### config.mk
export PLATFORM = sky130hd
export DESIGN_NAME = restoring_divider
export DESIGN_NICKNAME = d
export VERILOG_FILES = /design/src/rtl/divider_pkg.sv /design/src/rtl/subtractor.sv /design/src/rtl/restoring_divider.sv
export SDC_FILE = /design/constraint.sdc
export NUM_CORES = 1
export LEC_CHECK = 0
export CAP_MARGIN = 40
export CORE_UTILIZATION = 26
export CTS_CLUSTER_DIAMETER = 50
export CTS_CLUSTER_SIZE = 28
export DETAILED_ROUTE_END_ITERATION = 10
export SYNTH_ARGS = -nofsm -noshare
export SYNTH_HDL_FRONTEND = slang
export SYNTH_SLANG_ARGS = --single-unit
### constraint.sdc
create_clock -name i_clock -period 2.6 [get_ports i_clock]
set_input_delay 0.78 -clock i_clock [delete_from_list [all_inputs] [get_ports i_clock]]
set_output_delay 0.78 -clock i_clock [all_outputs]
set_load 0.05 [all_outputs]
### src/rtl/divider_pkg.sv
// Shared definitions for the restoring divider: FSM state encodings and a width helper.
package divider_pkg;

   typedef logic [1:0] state_t;

   localparam state_t IDLE = 2'd0;
   localparam state_t RUN  = 2'd1;
   localparam state_t DONE = 2'd2;

   // Bits needed to hold values 0..v-1; never returns less than 1.
   function automatic int unsigned clog2(input int unsigned v);
      int unsigned w;
      w = 1;
      while ((32'd1 << w) < v) begin
         w = w + 1;
      end
      return w;
   endfunction

endpackage

### src/rtl/subtractor.sv
// Combinational WIDTH-bit unsigned subtractor with borrow out.
module subtractor #(
   parameter int unsigned WIDTH = 8
) (
   input  logic [WIDTH-1:0] i_minuend,
   input  logic [WIDTH-1:0] i_subtrahend,
   output logic [WIDTH-1:0] o_difference,
   output logic             o_borrow
);

   // Zero-extend both operands so the extra top bit of the result is the borrow.
   assign {o_borrow, o_difference} = {1'b0, i_minuend} - {1'b0, i_subtrahend};

endmodule

### src/rtl/restoring_divider.sv
// Iterative unsigned N-bit restoring divider, one quotient bit per clock.
// Optional macro RESTORING_DIVIDER_EARLY_EXIT_EN skips iteration when dividend < divisor.
module restoring_divider
   import divider_pkg::*;
#(
   parameter int unsigned N = 4
) (
   input  logic         i_clock,
   input  logic         i_reset_n,
   input  logic         i_start,
   input  logic [N-1:0] i_dividend,
   input  logic [N-1:0] i_divisor,
   output logic         o_busy,
   output logic         o_valid,
   output logic [N-1:0] o_quotient,
   output logic [N-1:0] o_remainder,
   output logic         o_div_zero
);

   localparam int unsigned CW = clog2(N);
   localparam int unsigned SW = N + 1;

   state_t         state;
   state_t         state_n;
   logic [N-1:0]   dvd;
   logic [N-1:0]   dvd_n;
   logic [N-1:0]   dvs;
   logic [N-1:0]   dvs_n;
   logic [N-1:0]   rem;
   logic [N-1:0]   rem_n;
   logic [N-1:0]   quo;
   logic [N-1:0]   quo_n;
   logic [CW-1:0]  cnt;
   logic [CW-1:0]  cnt_n;
   logic           busy_n;
   logic           valid_n;
   logic [N-1:0]   quotient_n;
   logic [N-1:0]   remainder_n;
   logic           div_zero_n;

   logic [SW-1:0]  sub_minuend;
   logic [SW-1:0]  sub_subtrahend;
   logic [SW-1:0]  sub_difference;
   logic           sub_borrow;
   logic           take_c;
   logic [N-1:0]   rem_step_c;
   logic [N-1:0]   quo_step_c;
   logic           early_c;
   logic           zero_c;

   subtractor #(
      .WIDTH (SW)
   ) u_subtractor (
      .i_minuend    (sub_minuend),
      .i_subtrahend (sub_subtrahend),
      .o_difference (sub_difference),
      .o_borrow     (sub_borrow)
   );

   assign sub_minuend    = {rem, dvd[N-1]};
   assign sub_subtrahend = {1'b0, dvs};

   // The partial remainder stays below the divisor, so the top difference bit is
   // always zero when there is no borrow; folding it in keeps every bit consumed.
   assign take_c     = ~sub_borrow & ~sub_difference[SW-1];
   assign rem_step_c = take_c ? sub_difference[N-1:0] : {rem[N-2:0], dvd[N-1]};
   assign quo_step_c = {quo[N-2:0], take_c};

   assign zero_c = (i_divisor == '0);

`ifdef RESTORING_DIVIDER_EARLY_EXIT_EN
   assign early_c = (i_dividend < i_divisor);
`else
   assign early_c = 1'b0;
`endif

   // State and datapath registers.
   always_ff @(posedge i_clock) begin
      if (!i_reset_n) begin
         state       <= IDLE;
         dvd         <= '0;
         dvs         <= '0;
         rem         <= '0;
         quo         <= '0;
         cnt         <= '0;
         o_busy      <= 1'b0;
         o_valid     <= 1'b0;
         o_quotient  <= '0;
         o_remainder <= '0;
         o_div_zero  <= 1'b0;
      end else begin
         state       <= state_n;
         dvd         <= dvd_n;
         dvs         <= dvs_n;
         rem         <= rem_n;
         quo         <= quo_n;
         cnt         <= cnt_n;
         o_busy      <= busy_n;
         o_valid     <= valid_n;
         o_quotient  <= quotient_n;
         o_remainder <= remainder_n;
         o_div_zero  <= div_zero_n;
      end
   end

   // Next-state logic.
   always_comb begin
      state_n = state;
      case (state)
         IDLE: begin
            if (i_start) begin
               state_n = (zero_c || early_c) ? DONE : RUN;
            end
         end
         RUN: begin
            if (cnt == '0) begin
               state_n = DONE;
            end
         end
         DONE:    state_n = IDLE;
         default: state_n = IDLE;
      endcase
   end

   // Datapath and registered-output next values.
   always_comb begin
      dvd_n       = dvd;
      dvs_n       = dvs;
      rem_n       = rem;
      quo_n       = quo;
      cnt_n       = cnt;
      quotient_n  = o_quotient;
      remainder_n = o_remainder;
      div_zero_n  = o_div_zero;
      busy_n      = (state_n != IDLE);
      valid_n     = (state_n == DONE);
      case (state)
         IDLE: begin
            if (i_start) begin
               dvd_n = i_dividend;
               dvs_n = i_divisor;
               rem_n = '0;
               quo_n = '0;
               cnt_n = CW'(N - 1);
               if (zero_c) begin
                  quotient_n  = '1;
                  remainder_n = i_dividend;
                  div_zero_n  = 1'b1;
               end else if (early_c) begin
                  quotient_n  = '0;
                  remainder_n = i_dividend;
                  div_zero_n  = 1'b0;
               end
            end
         end
         RUN: begin
            rem_n = rem_step_c;
            quo_n = quo_step_c;
            dvd_n = {dvd[N-2:0], 1'b0};
            if (cnt == '0) begin
               quotient_n  = quo_step_c;
               remainder_n = rem_step_c;
               div_zero_n  = 1'b0;
            end else begin
               cnt_n = cnt - CW'(1);
            end
         end
         default: begin
         end
      endcase
   end

endmodule

=== Word level (Yosys, flattened, before mapping) ===
Cells that the tools add are included.

* Memory bits (read-only): 0
* Input port bits: 11
* Logic and storage cells: 56
* Register bits after elaboration: 30
* Memories kept: 0
* Latch bits: 0
* Memory bits (writable): 0
* Output and inout port bits: 11

* Equal/unequal tests: 6
* Bitwise gates (word level): 3
* Add/sub/neg operators: 2
* Multiplexer cells: 25
* $mul: 0
* Magnitude comparators: 0
* Shift-type cells: 0
* Reductions and logical operators: 9
* Div/mod/pow operators: 0

{| class="wikitable"
|+ Operators with widths
! kind !! number
|-
| $mux W4 || 9
|-
| $pmux W4 S2 || 4
|-
| $mux W2 || 5
|-
| $ne A2 B2 Y1 const B || 4
|-
| $pmux W2 S2 || 2
|-
| $pmux W3 S2 || 1
|-
| $sub A5 B4 Y6 || 1
|-
| $logic_not A2 Y1 || 2
|-
| $logic_not A4 Y1 || 1
|-
| $reduce_and A2 Y1 || 2
|-
| $reduce_and A4 Y1 || 1
|-
| $reduce_bool A2 Y1 || 2
|-
| $mux W1 || 3
|-
| $reduce_and A3 Y1 || 1
|-
| $eq A2 B1 Y1 const B || 1
|-
| $eq A2 B2 Y1 const B || 1
|-
| $not A1 Y1 || 2
|-
| $pmux W1 S2 || 1
|-
| $sub A2 B1 Y2 const B || 1
|-
| $and A1 B1 Y1 || 1
|}

=== Longest topological paths before layout ===
Gate-level depths: netlist of run 1.

* Word-level depth: 6
* Depth in mapped cells: 10

=== By module ===
From an unflattened synthesis of run 1, not the netlist that was laid out.

* Cells, all modules: 159
* Area, all modules: 1534.0 um^2

{| class="wikitable"
|+ By module, submodules not included
! module !! seq. area each (um^2) !! instances !! area an instance (um^2) !! cells an instance
|-
| restoring_divider || 600.6 || 1 || 1327.5 || 130
|-
| subtractor || 0.0 || 1 || 206.4 || 29
|}

=== Least setup slack after synthesis of run 1 ===
No wires, ideal clock.

* Path kind: reg-to-reg
* Start: register dvd[3]
* End: register o_remainder[2]
* Clock period less this slack: 2134 ps
* Path buffers: 0
* Slack: 466 ps
* Stages on the path, launching flop included: 11
* Data arrival time: 2064 ps
* Path through: dfxtp_1 -> inv_1 -> ha_1 -> inv_1 -> fa_1 -> a21oi_2 -> nor2_2 -> o21ai_0 -> a22oi_1 -> or4_4 -> a21oi_1

* Longest elaborated chain between the ends: 6
* Elaborated cells on any way between the ends: 7
* Those cells by class: 1 x add/sub; 3 x mux; 3 x bitwise

{| class="wikitable"
|+ RTL lines
! element !! line !! source
|-
| start, declared || restoring_divider.sv:25 || <nowiki>logic [N-1:0] dvd;</nowiki>
|-
| start signal, assigned || restoring_divider.sv:93 || <nowiki>dvd <= dvd_n;</nowiki>
|-
| $sub A5 B4 Y6 * || subtractor.sv:12 || <nowiki>assign {o_borrow, o_difference} = {1'b0, i_minuend} - {1'b0, i_subtrahend};</nowiki>
|-
| $not A1 Y1 || restoring_divider.sv:65 || <nowiki>assign take_c = ~sub_borrow & ~sub_difference[SW-1];</nowiki>
|-
| $and A1 B1 Y1 || restoring_divider.sv:65 ||
|-
| $mux W4 * || restoring_divider.sv:66 || <nowiki>assign rem_step_c = take_c ? sub_difference[N-1:0] : {rem[N-2:0], dvd[N-1]};</nowiki>
|-
| $mux W4 * || restoring_divider.sv:160 || <nowiki>if (cnt == '0) begin</nowiki>
|-
| $pmux W4 S2 * || restoring_divider.sv:137 || <nowiki>case (state)</nowiki>
|-
| end signal, assigned || restoring_divider.sv:101 || <nowiki>o_remainder <= remainder_n;</nowiki>
|-
| end, declared || restoring_divider.sv:16 || <nowiki>output logic [N-1:0] o_remainder,</nowiki>
|}

Mark *: on every way between the ends. The rest lies on a longest branch, timed or not. The select of a mux whose other input is x is not followed.
A chain may end at the register's enable or synchronous reset.

=== Worst setup path in the final report of run 1 ===
Ends and elaborated chain as after synthesis.

==> impl_metrics.env, run 1 <==
export IMPL_outcome="finished, final reports clean"
export IMPL_cts_clk_slew_worst_paths_ns=0.07
export IMPL_grt_max_degree=19
export IMPL_clock_skew_ns=0.007216
export IMPL_layout_min_cycle_time_ns=2.300
export IMPL_grt_usage=0.1282
export IMPL_holdPathEnd="dvd[0]"
export IMPL_synth_cell_types=45
export IMPL_cts_resized=0
export IMPL_worst_pin_slew_ns=0.5814
export IMPL_finalCritPeriodShare=0.8845
export IMPL_hold_viol=0
export IMPL_ys_warn_count=0
export IMPL_final_common_cell="dfxtp_1"
export IMPL_utilization=0.3386
export IMPL_path_common_cell="inv_1"
export IMPL_clkSinkCount=30
export IMPL_required_ns=2.82
export IMPL_overflow=0
export IMPL_cap_violations=0
export IMPL_synth_nets=208
export IMPL_clk_path_buf_depth=2
export IMPL_mostFrequentLayoutCells="dfxtp_1, clkdlybuf4s50_1, nor2_1, a21oi_1, nand2_1"
export IMPL_routed_wl_mm=3.772
export IMPL_antenna_cells=0
export IMPL_syn_area_um2=1579
export IMPL_placed_area_um2=1898
export IMPL_num_vias=1443
export IMPL_powerDensity_nw_per_um2=668.3
export IMPL_rsz0062_at_grt="no"
export IMPL_finalSetupViolCount=0
export IMPL_syn2layout_area_growth_pct=26.23
export IMPL_hold_depth=2
export IMPL_ys_seq_elements=30
export IMPL_critPathMaxStageDelay_ns=0.43
export IMPL_synth_edf_count=0
export IMPL_vias_per_cell=4.908
export IMPL_yosys_most_used_dff="dfxtp_1"
export IMPL_hold_path_class="flip-flop to flip-flop"
export IMPL_r2r_setup_slack_ns=0.30
export IMPL_fin_ws_ns=0.3002
export IMPL_arrival_ns=2.52
export IMPL_cp_max_fo=7
export IMPL_cts_tree="done"
export IMPL_worstSetupPathType="flip-flop to flip-flop"
export IMPL_p_total_mw=1.332
export IMPL_r2r_end="o_remainder[2]"
export IMPL_r2r_start="dvd[3]"
export IMPL_drtIter0Drc=80
export IMPL_stdcell_area_um2=1993
export IMPL_dieHeight_um=79.93
export IMPL_p_leak_nw=0.7214
export IMPL_tns_ns=0
export IMPL_die_area_um2=6389
export IMPL_grt_pass1_wl_mm=6.313
export IMPL_antenna_found_initial=0
export IMPL_dpl_cell_count=286
export IMPL_place_ws_ns=0.2118
export IMPL_place_port_buffers=21
export IMPL_min_from="dvd[0]"
export IMPL_cp_cell_sequence="inv_1, ha_1, inv_1, fa_1, a21oi_2, nor2_2, o21ai_0, a22oi_1, or4_4, a21oi_1"
export IMPL_htree_levels=2
export IMPL_critPathSlowestCell="fa_1"
export IMPL_vdd_ir_drop_max_mv=0.2825
export IMPL_wl_per_cell_um=12.83
export IMPL_fin_nets=235
export IMPL_drive_gt1_frac=0.1187
export IMPL_fin_cells=294
export IMPL_cts_root_buf="clkbuf_8"
export IMPL_end_kind="flip-flop"
export IMPL_grt_pass1_vias=1344
export IMPL_start_util=0.2683
export IMPL_core_area_um2=5886
export IMPL_reg2reg_depth=10
export IMPL_ys_seq_area_frac=0.3803
export IMPL_synthCells=191
export IMPL_cts_hold_buf=0
export IMPL_fmax_mhz=434.8
export IMPL_cts_made_buffers=5
export IMPL_hold_ws_ns=0.4683
export IMPL_synth_area_per_cell_um2=8.267
export IMPL_ioPinCount=22
export IMPL_die_w_um=79.93
export IMPL_drc=0
export IMPL_cp_startpoint="dvd[3]"
export IMPL_num_rows=28
export IMPL_maxSlewViolCount=0
export IMPL_relSlewSlack=0.6119
export IMPL_dp_hpwl_mm=2.800
export IMPL_globalplace_congestion=0.8175
export IMPL_firstDrtPassIters=4
export IMPL_antenna_violating_nets_post_route=0
export IMPL_cts_setup_buffers=0
export IMPL_clock_latency_ns=0.28
export IMPL_crit_path_start_kind="flip-flop"
export IMPL_synthArstFlopShare=0
## critical path, delay by kind of cell (launching register included)
kind,cells,cell delay (ns)
AO/OA/AOI/OAI,4,0.63
adder cells (fa/ha/maj),2,0.60
AND/OR/NAND/NOR,2,0.54
flip-flops,1,0.31
buffers and inverters,2,0.17
## Yosys cell counts (2+ instances only)
cell type,instances,share of area
dfxtp_1,30,0.38
a21oi_1,16,0.051
nand2b_1,3,0.012
buf_2,3,0.0095
ha_1,5,0.040
clkbuf_1,5,0.012
o22ai_1,5,0.020
o221ai_1,4,0.022
o21ai_1,3,0.0095
mux2_2,2,0.014
nand3_1,7,0.022
a22o_1,2,0.011
a31oi_1,4,0.016
nor2b_1,8,0.032
a21boi_0,2,0.0095
a22oi_1,5,0.024
inv_1,11,0.026
nand2_1,14,0.033
o21ai_0,12,0.038
mux2i_1,2,0.013
a21boi_1,2,0.0095
nor2_1,17,0.040
nor3b_1,3,0.014
nor3_1,4,0.013
and2_1,2,0.0079
## state kept, by name, indices dropped and copies added (netlist names)
signal and cells:
dvd 4, dvs 4, o_quotient 4, o_remainder 4, rem 4, quo 3
cnt 2, state 2, o_busy 1, o_div_zero 1, o_valid 1
## report_power, final
| part | internal, mW | switching (mW) | leakage [nW] |
|---|---|---|---|
| sequential | 0.499 | 0.0280 | 0.246 |
| combinational | 0.173 | 0.249 | 0.428 |
| clock | 0.212 | 0.171 | 0.0472 |
## cells by family after synthesis
logic type	Yosys count	share of synthesized area
muxes	4	0.02694
and+or+nand+nor	65	0.2132
adders and majority gates	6	0.05230
AOI/OAI and AO/OA	63	0.2591
xor gates and xnor gates	2	0.01110
buffers and inverters	21	0.05705
DFF	30	0.3804
## how the worst max path moves through the flow
stage,to,slack (ns),depth (start not counted)
2_1_floorplan,o_remainder[2],0.47,10
3_3_place_gp,o_quotient[2],0.24,8
3_5_place_dp,o_quotient[3],0.21,8
4_1_cts,rem[2],0.28,10
5_1_grt,rem[2],0.16,9
6_report,o_remainder[2],0.30,10
## final cells by class
cell class	instances	area, µm²
clock inverter	2	12.51
sequential	30	600.6
multi-input combinational	140	888.4
clock buffer	6	82.58
tap	75	93.84
fill	623	3892
inverter	12	45.04
timing repair buffer	29	270.3
## per-layer routing
metal	part of all wire	vias to the layer above	GRT usage
met5	0	-	0
met4	0.0050	0	0.03750
met3	0.046	2	0.03314
met2	0.46	35	0.2077
met1	0.48	663	0.1663
li1	-	743	-
Power figures use the tool's default switching activity.
==> run 2, diff against run 1 <==
- ABC_AREA: not set -> 1
- CORE_MARGIN: not set -> 2
- CTS_CLUSTER_DIAMETER: 50 -> not set
==> run 2 against run 1 <==
  * Clock power fell by 1%
  * Non-clock buffer count fell by 6
  * Final cell count rose by 1.7%
  * Synthesized cell count rose by 6.3%
  * Design area fell by 7.0%
  * Critical endpoint is now o_quotient[0]
  * Largest cell class unchanged
  * Combinational power fell by 11%
  * Count of clock-buffer cells in the layout rose by 1
  * Core utilization fell by 0.40 points
  * Via count fell by 11%
==> impl_metrics.env, run 2 <==
export IMPL_grt_pass1_wl_mm=5.685
export IMPL_fillers=631
export IMPL_firstDrtPassIters=4
export IMPL_ys_seq_area_frac=0.4020
export IMPL_wl_per_cell_um=10.73
export IMPL_vias_per_cell=4.318
export IMPL_htree_levels=2
export IMPL_rsz0062_at_grt="no"
export IMPL_fmax_mhz=451.4
export IMPL_critPathSlowestCell="clkdlybuf4s50_1"
export IMPL_worstSetupPathType="flip-flop to output pin"
export IMPL_die_w_um=79.80
export IMPL_synth_nets=220
export IMPL_gr_usage_met1=0.1436
export IMPL_p_leak_nw=0.7989
export IMPL_cts_tree="done"
export IMPL_final_common_cell="nand2_1"
export IMPL_num_vias=1291
export IMPL_drive_gt1_frac=0.1189
export IMPL_cts_setup_buffers=0
export IMPL_vdd_ir_drop_max_mv=0.2860
export IMPL_cts_hold_buf=0
export IMPL_globalplace_congestion=0.7749
export IMPL_antenna_cells=0
export IMPL_mostFrequentLayoutCells="nand2_1, dfxtp_1, inv_1, clkdlybuf4s50_1, nor2_1"
export IMPL_fin_nets=243
export IMPL_ioPinCount=22
export IMPL_pwr_share_comb=0.292
export IMPL_yosysMostFrequentCell="nand2_1"
export IMPL_synth_top_cells_by_count="nand2_1, dfxtp_1, inv_1"
export IMPL_grt_pass1_vias=1239
export IMPL_synth_area_per_cell_um2=7.359
export IMPL_tns_ns=0
export IMPL_end_kind="output pin"
export IMPL_clkSinkCount=30
export IMPL_grtUsageMet3=0.03394
export IMPL_antenna_found_initial=0
export IMPL_synth_cell_types=29
export IMPL_syn2layout_area_growth_pct=24.12
export IMPL_dpl_cell_count=291
export IMPL_grt_usage=0.1163
export IMPL_power_frac_clock=0.296
export IMPL_cp_max_fo=2
export IMPL_overflow=0
export IMPL_cts_resized=0
export IMPL_synthCells=203
export IMPL_dieHeight_um=79.80
export IMPL_syn_area_um2=1494
export IMPL_ys_seq_elements=30
export IMPL_clock_latency_ns=0.28
export IMPL_cts_root_buf="clkbuf_8"
export IMPL_arrival_ns=1.44
export IMPL_num_rows=27
export IMPL_dp_hpwl_mm=2.461
export IMPL_seqPwrFrac=0.412
export IMPL_worst_pin_slew_ns=0.5117
export IMPL_drc=0
export IMPL_cts_made_buffers=5
export IMPL_cp_cell_sequence="clkdlybuf4s50_1"
export IMPL_cp_num_buf_inv=1
export IMPL_register_area_um2=600.6
export IMPL_multi_input_area_um2=730.7
export IMPL_relSlewSlack=0.6568
export IMPL_grt_busiest_layer="met2"
export IMPL_yosysTopAreaCellShare=0.4020
export IMPL_clock_skew_ns=0.005601
export IMPL_crit_path_start_kind="flip-flop"
export IMPL_hold_path_class="flip-flop to flip-flop"
export IMPL_critPathMaxStageDelay_ns=0.81
export IMPL_routed_wl_mm=3.208
export IMPL_powerDensity_nw_per_um2=692.9
export IMPL_synth_edf_count=0
export IMPL_synthArstFlopShare=0
export IMPL_drtIter0Drc=67
export IMPL_grt_max_degree=20
export IMPL_layout_min_cycle_time_ns=2.215
export IMPL_cap_violations=0
export IMPL_outcome="finished, final reports clean"
export IMPL_fin_cells=299
export IMPL_cts_clk_slew_worst_paths_ns=0.06
export IMPL_cp_top_family="buffers and inverters"
export IMPL_ys_warn_count=0
export IMPL_synth_area_top_cells="dfxtp_1, nand2_1, inv_1"
export IMPL_internal_power_mw=0.8479
export IMPL_core_area_um2=5540
export IMPL_start_util=0.2696
export IMPL_antenna_violating_nets_post_route=0
export IMPL_hold_viol=0
export IMPL_required_ns=1.82
export IMPL_synth_top_cell_by_area="dfxtp_1"
export IMPL_finalCritPeriodShare=0.8520
export IMPL_yosys_most_used_dff="dfxtp_1"
export IMPL_clk_path_buf_depth=2
export IMPL_finalSetupViolCount=0
export IMPL_switching_share=0.3401
export IMPL_place_port_buffers=21
export IMPL_power_switching_mw=0.4369
export IMPL_die_area_um2=6368
export IMPL_grt_met2_usage=0.1933
export IMPL_maxSlewViolCount=0
run 2: cell types whose count changed in the layout (fill, tap and decap cells not counted), moves of 4 or more:
cell | previous run | this run
o22ai_1 | 5 | 0
inv_2 | 1 | 5
a22oi_1 | 5 | 0
nand2_1 | 14 | 41
inv_1 | 11 | 25
buf_4 | 8 | 2
nor2b_1 | 8 | 0
nand3_1 | 7 | 18
o21ai_0 | 12 | 8
run 2: logic make-up (layout without fill, tap and decap cells):
group / count (synthesis) / after routing / synth area share
AND/OR/NAND/NOR: 90 / 90 / 0.2806
buffers and inverters: 38 / 62 / 0.1089
adder cells (fa/ha/maj): 6 / 6 / 0.05528
XOR/XNOR: 2 / 2 / 0.01173
AO/OA/AOI/OAI: 37 / 37 / 0.1415
flip-flops: 30 / 30 / 0.4020
run 2: area by class of cell:
| class | count | share of cell area |
|---|---|---|
| Multi-Input combinational cell | 135 | 0.3941 |
| Tap cell | 72 | 0.04858 |
| Inverter | 31 | 0.06275 |
| Clock inverter | 1 | 0.002699 |
| Sequential cell | 30 | 0.3239 |
| Clock buffer | 7 | 0.04656 |
| Timing Repair Buffer | 23 | 0.1215 |
run 2: worst paths after layout:
| check | start | end | cells past startpoint | slack [ns] |
|---|---|---|---|---|
| max | o_quotient[0] | o_quotient[0] | 1 | 0.38 |
| min | cnt[0] | cnt[0] | 1 | 0.46 |
| max reg2reg | dvd[3] | o_remainder[1] | 13 | 0.71 |
| min reg2reg | cnt[0] | cnt[0] | 1 | 0.46 |
run 2: stage by stage:
step / utilization / hold slack, ns / cell area (µm²) / setup slack (ns) / power, mW
5_1_grt: 0.3347 / 0.4957 / 1854 / 0.3270 / 1.376
3_3_place_gp: 0.3182 / 0.4488 / 1763 / 0.3748 / 0.9150
3_5_place_dp: 0.3182 / 0.4561 / 1763 / 0.3437 / 0.9176
4_1_cts: 0.3347 / 0.4658 / 1854 / 0.3721 / 1.302
2_1_floorplan: - / 0.4307 / 1494 / 0.8988 / 0.8183
6_report: 0.3347 / 0.4641 / 1854 / 0.3847 / 1.285
run 2: layer usage:
| layer | up-vias | wire, µm |
|---|---|---|
| met3 | 5 | 105 |
| met4 | 0 | 51 |
| met1 | 575 | 1523 |
| met5 | - | 0 |
| met2 | 18 | 1527 |
| li1 | 693 | - |
run 2: power groups by stage:
| stage | combinational (mW) | sequential [mW] | clock [mW] |
|---|---|---|---|
| floorplan | 0.221 | 0.597 | 0 |
| global placement | 0.375 | 0.540 | 0 |
| detailed placement | 0.378 | 0.540 | 0 |
| CTS | 0.380 | 0.530 | 0.393 |
| global route | 0.422 | 0.536 | 0.418 |
| finish | 0.375 | 0.529 | 0.380 |
==> run 3, diff against run 2 <==
- CORE_ASPECT_RATIO: not set -> 1.2
- TNS_END_PERCENT: not set -> 10
==> run 3 against run 2 <==
  * Design area grew 0.88%
  * Combinational power is essentially flat
  * First-iteration DRC count shrank 12%
  * Global-route usage is essentially flat
  * Non-clock buffer count grew 1
  * Count of clock-buffer cells in the layout grew 1
  * Setup slack lost 0.018 ns
  * Largest power group unchanged
  * Clock power grew 14%
  * Hold slack gained 0.0013 ns
  * Core utilization is essentially flat
==> impl_metrics.env, run 3 (same netlist as run 2, synthesis figures left out) <==
export IMPL_tns_ns=0
export IMPL_powerDensity_nw_per_um2=716.8
export IMPL_grt_pass1_vias=1227
export IMPL_start_util=0.2671
export IMPL_place_port_buffers=21
export IMPL_worstSetupPathType="flip-flop to output pin"
export IMPL_clock_skew_ns=0.006658
export IMPL_ioPinCount=22
export IMPL_cts_clk_slew_worst_paths_ns=0.06
export IMPL_p_leak_nw=0.8130
export IMPL_outcome="finished, final reports clean"
export IMPL_relSlewSlack=0.6625
export IMPL_final_common_cell="nand2_1"
export IMPL_hold_depth=2
export IMPL_r2r_setup_slack_ns=0.72
export IMPL_dieHeight_um=87.04
export IMPL_syn2layout_area_growth_pct=25.21
export IMPL_dp_hpwl_mm=2.493
export IMPL_wl_per_cell_um=11.29
export IMPL_die_w_um=73.20
export IMPL_reg2reg_depth=12
export IMPL_fin_ws_ns=0.3667
export IMPL_required_ns=1.82
export IMPL_switching_share=0.3270
export IMPL_globalplace_congestion=0.8531
export IMPL_cts_root_buf="clkbuf_8"
export IMPL_maxSlewViolCount=0
export IMPL_layout_min_cycle_time_ns=2.233
export IMPL_cp_top_family="buffers and inverters"
export IMPL_antenna_found_initial=0
export IMPL_fmax_mhz=447.8
export IMPL_cts_hold_buf=0
export IMPL_power_switching_mw=0.4384
export IMPL_antenna_violating_nets_post_route=0
export IMPL_num_rows=30
export IMPL_holdPathEnd="quo[2]"
export IMPL_cap_violations=0
export IMPL_place_ws_ns=0.3281
export IMPL_cts_resized=0
export IMPL_cts_made_buffers=5
export IMPL_cp_num_buf_inv=1
export IMPL_fillers=598
export IMPL_firstDrtPassIters=4
export IMPL_cts_tree="done"
export IMPL_cp_cell_sequence="clkdlybuf4s50_1"
export IMPL_grt_max_degree=20
export IMPL_r2r_end="rem[0]"
export IMPL_finalSetupViolCount=0
export IMPL_critPathSlowestCell="clkdlybuf4s50_1"
export IMPL_r2r_start="dvd[3]"
export IMPL_power_frac_clock=0.324
export IMPL_vdd_ir_drop_max_mv=0.3521
export IMPL_overflow=0
export IMPL_mostFrequentLayoutCells="nand2_1, dfxtp_1, inv_1, clkdlybuf4s50_1, nor2_1"
export IMPL_drive_gt1_frac=0.1272
export IMPL_seqPwrFrac=0.395
export IMPL_die_area_um2=6371
export IMPL_cts_setup_buffers=0
export IMPL_hold_viol=0
export IMPL_crit_path_start_kind="flip-flop"
export IMPL_cp_max_fo=2
export IMPL_grt_pass1_wl_mm=5.630
export IMPL_clock_latency_ns=0.28
export IMPL_drtIter0Drc=59
export IMPL_critPathMaxStageDelay_ns=0.81
export IMPL_worst_pin_slew_ns=0.5047
export IMPL_grt_usage=0.1161
export IMPL_clk_path_buf_depth=2
export IMPL_pwr_share_comb=0.280
export IMPL_core_area_um2=5593
export IMPL_vias_per_cell=4.555
export IMPL_num_vias=1330
export IMPL_routed_wl_mm=3.297
export IMPL_antenna_cells=0
export IMPL_htree_levels=2
export IMPL_drc=0
export IMPL_hold_path_class="flip-flop to flip-flop"
export IMPL_rsz0062_at_grt="no"
export IMPL_min_from="quo[2]"
export IMPL_crit_cells=1
export IMPL_arrival_ns=1.45
export IMPL_fin_nets=244
export IMPL_finalCritPeriodShare=0.8589
export IMPL_internal_power_mw=0.9023
export IMPL_end_kind="output pin"
export IMPL_clkSinkCount=30
==> run 3: stage by stage <==
| step | hold slack (ns) | power [mW] | std cells | area (µm²) | utilization |
|---|---|---|---|---|---|
| floorplan | 0.4307 | 0.8183 | 203 | 1494 | - |
| global placement | 0.4487 | 0.9162 | 284 | 1760 | 0.3148 |
| detailed placement | 0.4571 | 0.9187 | 284 | 1760 | 0.3148 |
| CTS | 0.4652 | 1.357 | 292 | 1871 | 0.3345 |
| global route | 0.4877 | 1.420 | 292 | 1871 | 0.3345 |
| finish | 0.4654 | 1.341 | 292 | 1871 | 0.3345 |
==> run 3: routing by layer <==
metal / share of wire / vias up / GRT usage
li1: - / 692 / -
met3: 0.041 / 6 / 0.02778
met4: 0.020 / 0 / 0.05556
met1: 0.45 / 611 / 0.1448
met2: 0.49 / 21 / 0.1859
met5: 0 / - / 0
==> run 3: worst max-delay path by stage <==
| stage | from | to | slack [ns] |
|---|---|---|---|
| floorplan | dvd[3] | rem[0] | 0.90 |
| global placement | i_divisor[2] | o_remainder[2] | 0.40 |
| detailed placement | i_start | o_remainder[0] | 0.33 |
| CTS | o_remainder[2] | o_remainder[2] | 0.35 |
| global route | o_remainder[3] | o_remainder[3] | 0.35 |
| finish | o_remainder[1] | o_remainder[1] | 0.37 |
==> run 3: area by class of cell <==
cell class                 instances  area, µm²  area share
clock buffer                       8      110.1     0.05886
inverter                          31      116.4     0.06221
multi-input combinational        135      730.7      0.3906
sequential                        30      600.6      0.3211
tap                               64      80.08     0.04281
timing repair buffer              24      232.7      0.1244
==> run 3: power groups by stage <==
stage,Clock [mW],Combinational [mW],Sequential (mW)
finish,0.435,0.376,0.530
detailed placement,0,0.378,0.541
floorplan,0,0.221,0.597
CTS,0.445,0.381,0.531
global placement,0,0.375,0.541
global route,0.466,0.419,0.535
